## src/rtl/decode_ctrl_stage.sv

```systemverilog
// decode_ctrl_stage: registered opcode decoder with load-use interlock, flush, illegal flag and stall counter
module decode_ctrl_stage #(
  parameter int INSTR_W = 9,
  parameter int OPC_W   = 3,
  parameter int REG_W   = 3,
  parameter int CNT_W   = 8
) (
  input  logic               clk,
  input  logic               init_n,
  input  logic               in_valid,
  output logic               in_ready,
  input  logic [INSTR_W-1:0] instruction,
  input  logic               flush,
  output logic               out_valid,
  input  logic               out_ready,
  output logic               regWrite,
  output logic               memRead,
  output logic               memWrite,
  output logic               branch,
  output logic               MemToReg,
  output logic [OPC_W-1:0]   OP,
  output logic [REG_W-1:0]   out_ra,
  output logic [REG_W-1:0]   out_rb,
  output logic               illegal,
  output logic [CNT_W-1:0]   stall_cnt
);
  typedef struct packed {
    logic v, rw, mr, mw, br, m2r, ill;
    logic [OPC_W-1:0] op;
    logic [REG_W-1:0] ra, rb;
  } stage_t;
  stage_t q, d;
  logic [OPC_W-1:0] opc;
  logic [REG_W-1:0] ra_in, rb_in;
  logic hz;
  assign opc   = instruction[INSTR_W-1 -: OPC_W];
  assign ra_in = instruction[2*REG_W-1 -: REG_W];
  assign rb_in = instruction[REG_W-1:0];
  // X/Z or out-of-range opcodes match no item and fall to the illegal default
  always_comb begin
    d    = '0;
    d.v  = 1'b1;
    d.op = opc;
    d.ra = ra_in;
    d.rb = rb_in;
    case (opc)
      OPC_W'(0), OPC_W'(1), OPC_W'(2), OPC_W'(3), OPC_W'(4): d.rw = 1'b1;
      OPC_W'(5): {d.rw, d.mr, d.m2r} = 3'b111;
      OPC_W'(6): d.mw = 1'b1;
      OPC_W'(7): d.br = 1'b1;
      default:   {d.ill, d.op} = {1'b1, {OPC_W{1'b0}}};
    endcase
  end
  assign hz       = in_valid && q.v && q.mr && (ra_in == q.ra || rb_in == q.ra);
  assign in_ready = init_n && !flush && !hz && (!q.v || out_ready);
  always_ff @(posedge clk or negedge init_n)
    if (!init_n) begin
      q         <= '0;
      stall_cnt <= '0;
    end else begin
      q <= flush ? '0 : (in_valid && in_ready) ? d : (q.v && out_ready) ? '0 : q;
      if (hz && !flush && stall_cnt != '1) stall_cnt <= stall_cnt + 1'b1;
    end
  assign {out_valid, regWrite, memRead, memWrite, branch, MemToReg, illegal, OP, out_ra, out_rb} = q;
endmodule

```

## config.mk

```make
export PLATFORM = sky130hd
export DESIGN_NAME = decode_ctrl_stage
export DESIGN_NICKNAME = d
export VERILOG_FILES = /design/src/rtl/decode_ctrl_stage.sv
export SDC_FILE = /design/constraint.sdc
export NUM_CORES = 1
export LEC_CHECK = 0
export CAP_MARGIN = 10
export CORE_MARGIN = 3
export CORE_UTILIZATION = 40
export DETAILED_ROUTE_END_ITERATION = 16
export GPL_TIMING_DRIVEN = 1
export PLACE_DENSITY = 0.72
export SYNTH_ARGS = -nofsm -noshare
export SYNTH_HDL_FRONTEND = slang
export SYNTH_SLANG_ARGS = --single-unit
```

## constraint.sdc

```tcl
create_clock -name clk -period 2.2 [get_ports clk]
set_clock_uncertainty 0.2 [all_clocks]
set_input_delay 0.22 -clock clk [delete_from_list [all_inputs] [get_ports clk]]
set_output_delay 0.22 -clock clk [all_outputs]
set_load 0.02 [all_outputs]
```

==> results of run 1 <==
power by group through the flow:
stage	Clock, mW	Sequential (mW)	Combinational [mW]
final	0.171	0.427	0.133
after global routing	0.199	0.429	0.143
after CTS	0.178	0.427	0.134
after detailed placement	0	0.434	0.134
after global placement	0	0.434	0.133
after floorplan	0	0.449	0.0456
registers in the layout (all words and copies together) (netlist names):
name       flops
out_rb         3
memRead        1
stall_cnt      8
out_valid      1
branch         1
regWrite       1
OP             3
out_ra         3
memWrite       1
worst min path at each step:
stage,from,endpoint,cells past startpoint,slack (ns)
6_report,init_n,memRead,2,0.14
3_3_place_gp,stall_cnt[7],stall_cnt[7],1,0.28
2_1_floorplan,init_n,OP[0],0,-0.28
5_1_grt,init_n,branch,2,0.15
3_5_place_dp,stall_cnt[7],stall_cnt[7],1,0.28
4_1_cts,init_n,regWrite,2,0.16
cells in the final DEF, fill, tap and decap left out:
master                            netlist  layout
sky130_fd_sc_hd__clkdlybuf4s50_1        0      36
sky130_fd_sc_hd__dfrtp_1               22      22
sky130_fd_sc_hd__nand2_1               18      18
sky130_fd_sc_hd__mux2i_1               13      13
sky130_fd_sc_hd__xor2_1                 9       9
sky130_fd_sc_hd__inv_1                  9       9
sky130_fd_sc_hd__buf_4                  2       9
sky130_fd_sc_hd__xnor2_1                4       4
sky130_fd_sc_hd__nand3_1                3       3
sky130_fd_sc_hd__nor4_2                 2       3
sky130_fd_sc_hd__nor2_1                 3       3
sky130_fd_sc_hd__and3_1                 3       3
sky130_fd_sc_hd__clkbuf_4               0       3
sky130_fd_sc_hd__nand4_1                2       2
sky130_fd_sc_hd__nand2b_1               1       1
sky130_fd_sc_hd__and3b_1                1       1
sky130_fd_sc_hd__and2_1                 1       1
sky130_fd_sc_hd__a21oi_1                1       1
sky130_fd_sc_hd__a31oi_1                1       1
sky130_fd_sc_hd__o21a_1                 1       1
sky130_fd_sc_hd__o21ai_1                1       1
sky130_fd_sc_hd__nor3_1                 1       1
sky130_fd_sc_hd__mux2_2                 1       1
sky130_fd_sc_hd__o21bai_1               1       1
sky130_fd_sc_hd__ha_1                   1       1
sky130_fd_sc_hd__conb_1                 1       1
sky130_fd_sc_hd__clkbuf_2               0       1
per-layer routing:
| metal | GRT usage, % | vias to the layer above |
|---|---|---|
| met2 | 26.3 | 23 |
| met1 | 18.7 | 420 |
| met4 | 2.98 | 0 |
| li1 | - | 433 |
| met3 | 2.85 | 0 |
| met5 | 0 | - |
layout make-up:
cell class | instances | area, um2 | share of cell area, %
Multi-Input combinational cell | 70 | 492 | 31.3
Timing Repair Buffer | 46 | 433 | 27.6
Clock buffer | 3 | 22.5 | 1.44
Tap cell | 30 | 37.5 | 2.39
Inverter | 9 | 33.8 | 2.15
Sequential cell | 22 | 551 | 35.1
kinds of logic after synthesis:
logic type | share of synthesized area [%]
compound gates | 2.83
simple gates | 16.5
fa+ha+maj | 1.13
flops | 49.8
xor+xnor | 10.3
other cells | 0.339
mux | 12.8
buf+inv | 6.23
repair_timing:
action | 4_1_cts | 5_1_grt
resized for setup | 1 | 3
setup endpoints to repair | 1 | 2
buffers inserted | 0 | 2
endpoints found under the hold margin | 0 | 0
pin swaps | 0 | 1
==> flow_summary.toml, run 1 <==
[clocking]
cts_hold_buf = 0
clockBufferDepth = 2
htree_levels = 1
tritoncts = "yes"
cts_root_buf = "sky130_fd_sc_hd__clkbuf_4"
cts_num_sinks = 22
clk_latency_ns = 0.29
worst_setup_hold_path_clk_slew_ns = 0.11
cts_inserted_buffers = 3

[floorplanning]
io-pin-count = 39
initial_core_util_pct = 43.4
chipHeight_um = 58.6
core_mm2 = 0.00254
placementRows = 18
floorplan_die_area_mm2 = 0.00343
die_width_um = 58.6

[grt]
overflow = 0
gr-usage-all-layers_pct = 14.8
grt_pass1_vias = 940
wire_length_of_the_first_global_routing_pass_um = 4010
pin_count_of_the_biggest_net_entering_global_routing = 23
number_of_antenna_violations_at_the_first_check_in_global_routing = 0

[setup_path]
crit_cells = 7
crit_path_start = "out_ra[2]"
max_stage_delay_ns = 0.44
cp_top_family = "simple AND/OR/NAND/NOR gates"
critPathRequiredTime_ns = 2.22
crit-reg2reg-launch = "out_ra[2]"
worst_path_max_delay_cell = "sky130_fd_sc_hd__dfrtp_1"
cp_cell_sequence = "xor2_1 -> nor4_2 -> buf_4 -> buf_4 -> o21ai_1 -> nor4_2 -> xor2_1"
arrival_ns = 2.07
path_max_fanout = 4
rr_endpoint = "stall_cnt[7]"
setup.worst_path.start_class = "register"
setup.reg_to_reg.worst_slack_ns = 0.15
cp_num_buf_inv = 2
timing.setup.critical_path_class = "reg -> reg"
reg2regPathDepth = 7
critical_path.endpoint = "stall_cnt[7]"
critical_path.endpoint_type = "register"

[route]
met3WireLength_um = 123
met1Wirelength_um = 1050
routedWlPerCell_um = 13.1
post_detailed_route_via_to_cell_ratio = 4.87
met2_wirelength_um = 1190
antenna_violating_nets_post_route = 0
topRoutingLayerUsed = "met3"
drt_pass1_iterations = 4
drc = 0
wirelength_um = 2360
detailroute.via_count = 876
drt_iter0_drc = 10

[sta]
max_freq_mhz = 488
final.setup.tns_ns = 0
final-hold-violation-count = 0
timing.final.crit_period_ns = 2.05
total_setup_violations_reported_at_the_end_of_the_flow = 0
layout_setup_ws_ns = 0.149
finalHoldWorstSlack_ns = 0.142
ratio_of_final_minimum_period_to_clock_period_pct = 93.2
timing.final.max_slew_violations = 0

[synthesis]
syn_area_per_cell_um2 = 10.4
warnings_synthesis = 0
synth_edf_count = 0
synth_cells = 106
synth_top_area_share_pct = 49.8
synth-async-reset-ratio_pct = 100
synth_top_cells_by_count = "sky130_fd_sc_hd__dfrtp_1 (22), sky130_fd_sc_hd__nand2_1 (18), sky130_fd_sc_hd__mux2i_1 (13)"
post_synth_main_area_contributors = "sky130_fd_sc_hd__dfrtp_1 (50%), sky130_fd_sc_hd__mux2i_1 (12%), sky130_fd_sc_hd__xor2_1 (7.1%)"
synth_flop_cell = "sky130_fd_sc_hd__dfrtp_1"
syn_nets = 121
proportion_of_synthesized_chip_area_in_sequential_cells_pct = 49.8
yosysTopAreaCell = "sky130_fd_sc_hd__dfrtp_1"
synth.ff_latch_count = 22
post_synth_instance_area_mm2 = 0.00110
yosysMostFrequentCell = "sky130_fd_sc_hd__dfrtp_1"
synth.distinct_cells = 28

[placed_design]
dp.final_hpwl_um = 1790
placedInstanceArea_mm2 = 0.00153
io_buffers = 37
gp_congestion = 0.845
placed_cells = 175
pre_cts_slack_ns = -0.123

[pwr]
switching_power_mw = 0.184
leakagePower_nw = 0.733
total_power_mw = 0.731
combinationalPowerShare_pct = 18.2
internal_power_mw = 0.547
pwr_density_cell_mw_per_mm2 = 466
seqPwrFrac_pct = 58.4
sw_frac_of_total_pct = 25.2
power_frac_clock_pct = 23.4
vdd_ir_drop_max_v = 0.000283

[cells_and_area]
nFillCells = 228
postLayoutCoreUtil_pct = 61.7
areaGrowthSynthToFinish_pct = 42.0
design_area_mm2 = 0.00157
post_route_cells_drive_above_1_share_pct = 11.3
finish.net_count = 167
antenna_cells = 0
non_filler_instances = 180

[hold_path]
min_path_type = "in -> async"

[run_status]
run_status = "complete, no violations"

[flow_run]
drv.max_cap_violation_count = 0
Power figures use the tool's default switching activity.
==> run 2: changes to the inputs <==
--- a/config.mk
+++ b/config.mk
@@ -5,12 +5,13 @@
 export SDC_FILE = /design/constraint.sdc
 export NUM_CORES = 1
 export LEC_CHECK = 0
+export ABC_AREA = 1
 export CAP_MARGIN = 10
 export CORE_MARGIN = 3
 export CORE_UTILIZATION = 40
 export DETAILED_ROUTE_END_ITERATION = 16
 export GPL_TIMING_DRIVEN = 1
-export PLACE_DENSITY = 0.72
+export PLACE_DENSITY = 0.7
 export SYNTH_ARGS = -nofsm -noshare
 export SYNTH_HDL_FRONTEND = slang
 export SYNTH_SLANG_ARGS = --single-unit
==> run 2 against run 1 <==
Global-route usage increased by 1.9 points. Cell area up 14%. Fmax fell by 1.5%. First-iteration DRC count grew to 4.5 times the previous value. Synthesized area up 18%. Worst setup slack worse by 0.030 ns. Via count grew 34%. Hold slack worse by 0.050 ns. Critical endpoint is now in_ready. Largest power group unchanged. Highest routed layer is now met4.
==> flow_summary.toml, run 2 <==
[setup_path]
path_max_fanout = 3
timing.setup.critical_path_class = "reg -> out"
arrival_ns = 1.66
critical_path.endpoint_type = "primary output"
setup.worst_path.start_class = "register"
critPathRequiredTime_ns = 1.78

[synthesis]
proportion_of_synthesized_chip_area_in_sequential_cells_pct = 42.2
post_synth_instance_area_mm2 = 0.00131
synthesized_area_fraction_occupied_by_ao_oa_aoi_and_oai_cells_pct = 3.64
synth.distinct_cells = 24
xor_xnor_share_of_the_synthesized_area_pct = 4.70
synth_top_area_share_pct = 42.2
synth_top_cells_by_count = "sky130_fd_sc_hd__nand2_1 (48), sky130_fd_sc_hd__nand3_1 (28), sky130_fd_sc_hd__dfrtp_1 (22)"
synth_flop_cell = "sky130_fd_sc_hd__dfrtp_1"
post_synth_main_area_contributors = "sky130_fd_sc_hd__dfrtp_1 (42%), sky130_fd_sc_hd__nand2_1 (14%), sky130_fd_sc_hd__nand3_1 (11%)"
synth-async-reset-ratio_pct = 100
yosys-mux-area-fraction_pct = 0
synth_fa_ha_area_share_pct = 0.959
yosysMostFrequentCell = "sky130_fd_sc_hd__nand2_1"
warnings_synthesis = 0
synth_cells = 157
yosys.area_share.simple_pct = 40.3
synth_top_family_by_area = "simple AND/OR/NAND/NOR gates"
synth.ff_latch_count = 22
syn_nets = 172
synth_edf_count = 0
syn_area_per_cell_um2 = 8.31
yosysTopAreaCell = "sky130_fd_sc_hd__dfrtp_1"

[cells_and_area]
max_flop_register = "stall_cnt"
final_cell_mix = "sky130_fd_sc_hd__nand2_1 (48), sky130_fd_sc_hd__clkdlybuf4s50_1 (36), sky130_fd_sc_hd__nand3_1 (28)"
layout_commonest_cell = "sky130_fd_sc_hd__nand2_1"
nFillCells = 290
postLayoutCoreUtil_pct = 58.3
largest_register_ff_count = 8
antenna_cells = 0
post_route_cells_drive_above_1_share_pct = 18.5
finish.net_count = 216
areaGrowthSynthToFinish_pct = 37.5

[route]
drt_iter0_drc = 45
routedWlPerCell_um = 12.4
wirelength_um = 3020
antenna_violating_nets_post_route = 0
drc = 0
post_detailed_route_via_to_cell_ratio = 4.80
drt_pass1_iterations = 4
detailroute.via_count = 1170

[clocking]
htree_levels = 1
cts_hold_buf = 0
cts_root_buf = "sky130_fd_sc_hd__clkbuf_4"
postCtsSetupRepairBufs = 0
clk_latency_ns = 0.31
tritoncts = "yes"
post_cts_resized = 1
cts_num_sinks = 22
clockBufferDepth = 2
worst_setup_hold_path_clk_slew_ns = 0.13
cts_inserted_buffers = 3

[grt]
number_of_antenna_violations_at_the_first_check_in_global_routing = 0
overflow = 0
gr-usage-all-layers_pct = 16.7
pin_count_of_the_biggest_net_entering_global_routing = 23
wire_length_of_the_first_global_routing_pass_um = 5330
grt_pass1_vias = 1265

[placed_design]
pre_cts_slack_ns = -0.0569
gp_congestion = 0.795
dp.final_hpwl_um = 2300
io_buffers = 37

[floorplanning]
io-pin-count = 39
floorplan_die_area_mm2 = 0.00398
die_width_um = 63.1
chipHeight_um = 63.1
placementRows = 20
initial_core_util_pct = 42.4
core_mm2 = 0.00308

[flow_run]
drv.max_cap_violation_count = 0

[sta]
ratio_of_final_minimum_period_to_clock_period_pct = 94.6
rsz0062_at_grt = "no"
timing.final.max_slew_violations = 0
final.setup.tns_ns = 0
total_setup_violations_reported_at_the_end_of_the_flow = 0
timing.final.crit_period_ns = 2.08
final-hold-violation-count = 0
layout_setup_ws_ns = 0.119
finalHoldWorstSlack_ns = 0.0923
max_freq_mhz = 480

[run_status]
run_status = "complete, no violations"

[pwr]
internal_power_mw = 0.675
pwr_density_cell_mw_per_mm2 = 503
vdd_ir_drop_max_v = 0.000313
seqPwrFrac_pct = 47.4
leakagePower_nw = 0.880
power_frac_clock_pct = 34.5
sw_frac_of_total_pct = 25.2
switching_power_mw = 0.228
combinationalPowerShare_pct = 18.1

[hold_path]
min_path_type = "in -> async"
[run 2: kinds of logic after synthesis]
family,after synthesis
buffers and inverters,21
AOI/OAI and AO/OA,4
DFF,22
and+or+nand+nor,101
other,1
xor gates and xnor gates,7
adders and majority gates,1
[run 2: final timing paths]
kind                                   start  slack [ns]  cells past startpoint      endpoint
worst min-delay path                  init_n        0.09                      2     out_ra[2]
worst max-delay path               out_valid        0.12                      5      in_ready
worst min register to register  stall_cnt[7]        0.32                      2  stall_cnt[7]
max in group asynchronous             init_n        1.48                      2     out_rb[1]
worst max register to register     out_ra[2]        0.35                     10     out_ra[1]
min in group clk                stall_cnt[7]        0.32                      2  stall_cnt[7]
[run 2: power by group through the flow]
stage               sequential (mW)  clock, mW  combinational [mW]
floorplan                     0.449          0              0.0647
global placement              0.435          0               0.163
detailed placement            0.436          0               0.164
CTS                           0.428      0.321               0.165
global route                  0.430      0.340               0.178
finish                        0.428      0.311               0.163
[run 2: per-stage QoR]
| stage | power (mW) | instances | cell area [um2] |
|---|---|---|---|
| final | 0.903 | 244 | 1790 |
| after global routing | 0.948 | 244 | 1790 |
| after CTS | 0.914 | 244 | 1790 |
| after detailed placement | 0.600 | 240 | 1740 |
| after global placement | 0.598 | 240 | 1740 |
| after floorplan | 0.514 | 157 | 1310 |
[run 2: area by class of cell]
cell class | instances | area [um2] | share of cell area (%)
tap | 44 | 55.1 | 3.07
timing repair buffer | 45 | 429 | 23.9
clock inverter | 1 | 30.0 | 1.67
inverter | 15 | 56.3 | 3.14
multi-input combinational | 114 | 651 | 36.3
sequential | 22 | 551 | 30.7
clock buffer | 3 | 22.5 | 1.26
[run 2: layer usage]
layer | part of all wire [%] | GRT usage (%)
met2 | 53 | 31.5
met1 | 42 | 18.3
met4 | 0.96 | 5.79
met5 | 0 | 0
met3 | 4.2 | 3.39
[run 2: worst max-delay path: stages, from the launching register on]
cell	delay [ns]
sky130_fd_sc_hd__dfrtp_1	0.43
sky130_fd_sc_hd__inv_2	0.09
sky130_fd_sc_hd__nor2_1	0.05
sky130_fd_sc_hd__nor3b_2	0.21
sky130_fd_sc_hd__a21boi_4	0.22
sky130_fd_sc_hd__dlygate4sd2_1	0.35
==> patch, RTL diff (settings of run 2) <==
The parameter `OPC_W` goes from 3 to 6.
--- a/src/rtl/decode_ctrl_stage.sv
+++ b/src/rtl/decode_ctrl_stage.sv
@@ -2,5 +2,5 @@
 module decode_ctrl_stage #(
   parameter int INSTR_W = 9,
-  parameter int OPC_W   = 3,
+  parameter int OPC_W   = 6,
   parameter int REG_W   = 3,
   parameter int CNT_W   = 8
Interface: changed (resized OP); port bits go from 39 to 42. No check against the original RTL was run, so the function may have changed too.
==> patch against run 2 <==
Hold slack got worse by 16 ps; count of clock-buffer cells in the layout unchanged; area after synthesis increased by 9.7%; design area rose by 10%; wire length increased by 8.4%; setup slack improved by 1.1 ps; die area up 8.7%; power fell by 4.8%; sequential cell count rose by 4.
==> patch: results (changes against run 2) <==
----------------------------------------------------
[Status]
  Run status ... finished, final reports clean

[Layout]
  Final Util ... 58.4% (+0.14 points)
  Antenna fix cells ... 0 (unchanged)
  Layout net count ... 255 (+18%)
  Final-layout fill cell count ... 332 (+14%)
  Fraction of final layout cells with drive strength greater than 1 ... 10.5% (-8.0 points)

[Worst setup path]
  Data arrival time at the worst-slack endpoint ... 1660 ps (about the same)
  Worst stage delay on the critical path ... 400 ps (-30 ps)
  Cell type group with the largest total delay on the critical path ... flip-flops
  Worst r2r dst ... OP[4]
  Worst setup slack for register-to-register paths ... 290 ps (-60 ps)
  Maximum fanout along the worst path ... 2 (-1)

[Route]
  Final Routed Wirelength ... 3270 µm (+8.4%)
  Met3 layer wire length in the routed design ... 96 µm (-24%)
  Number of remaining DRC errors ... 0 (unchanged)
  Overall via count from detail_route ... 1342 (+15%)
  Wire length on met2 ... 1460 µm (-7.9%)
  Initial drt markers ... 79 (+76%)
  Via density per instance ... 4.73 (-1.5%)
  WL met1 ... 1680 µm (+32%)

[Power and ir drop]
  Net switching component of the power ... 234 µW (+2.9%)
  Clock group total power ... 202 µW (-35%)
  Maximum resistive drop on vdd ... 288 µV (-8.2%)
  Final Total Pwr ... 859 µW (-4.8%)
  Power drawn by the sequential cells ... 495 µW (+16%)
  Leakage power of the design ... 0.000936 µW (+6.4%)

[Yosys]
  Synthesized-area fraction occupied by ao, oa, aoi and oai cells ... 5.68% (+2.0 points)
  Xor/xnor cell area share of the yosys netlist ... 3.67% (-1.0 points)
  Commonest cells in the synthesized netlist ... sky130_fd_sc_hd__nand2_1, sky130_fd_sc_hd__nand3_1, sky130_fd_sc_hd__dfrtp_1, sky130_fd_sc_hd__inv_1, sky130_fd_sc_hd__nor2_1
  Post-synthesis sequential area ratio ... 45.5% (+3.3 points)
  Cells taking the most area after synthesis ... sky130_fd_sc_hd__dfrtp_1, sky130_fd_sc_hd__nand2_1, sky130_fd_sc_hd__nand3_1
  Adder-cell share of the synthesized area ... 0.874% (-0.085 points)
  Post-Syn Nets ... 201 (+17%)
  Number of instances in the synthesized netlist ... 186 (+18%)
  Async set-or-reset flop fraction in the synthesized netlist ... 100% (unchanged)

[Placement]
  Routability Congestion ... 0.944 (+19%)
  HPWL after detailed placement ... 2460 µm (+6.9%)
  Placed Instances ... 281 (+17%)
  Pre-CTS WS ... -109 ps (-51.8 ps)
  Area after detailed placement ... 0.00196 mm² (+12%)
  Port buffer count ... 41 (+11%)

[Global routing]
  Met3 Usage GRT ... 2.72% (-0.67 points)
  Number of global-route vias before repair ... 1106 (-13%)
  Total global routing track utilization ... 16.2% (-0.51 points)
  First-pass GRT wire length ... 5350 µm (+0.39%)
  Met2 usage in global routing ... 23.3% (-8.2 points)
  Pin count of the biggest net entering global routing ... 27 (+17%)
  GR Layer Usage met1 ... 24.4% (+6.1 points)

[STA]
  Minimum clock period after layout ... 2080 ps (-1.13 ps)
  Actual transition at the worst max-transition pin ... 364 ps

[Clock tree]
  Post-CTS setup-driven buffer insertion count ... 0 (unchanged)

[Worst hold path]
  Hold Path Class ... input pin to asynchronous set/reset pin

----------------------------------------------------
-- patch: worst min path at each step --
| stage | from | endpoint | slack, ps | depth (start not counted) |
|---|---|---|---|---|
| 2_1_floorplan | init_n | OP[0] | -280 | 0 |
| 6_report | init_n | stall_cnt[7] | 80 | 2 |
| 4_1_cts | init_n | stall_cnt[6] | 90 | 2 |
| 3_5_place_dp | OP[5] | OP[5] | 290 | 2 |
| 5_1_grt | init_n | OP[5] | 100 | 2 |
| 3_3_place_gp | illegal | illegal | 280 | 2 |
-- patch: area by class of cell --
cell class,instances,area share (%)
Tap cell,46,2.91
Inverter,24,4.55
Sequential cell,26,32.8
Timing Repair Buffer,55,26.0
Multi-Input combinational cell,130,32.5
Clock buffer,3,1.14
-- patch: what timing repair did --
| action | in CTS | in global routing |
|---|---|---|
| pin swaps | 0 | 0 |
| resized for setup | 1 | 1 |
| endpoints found under the setup margin | 1 | 1 |
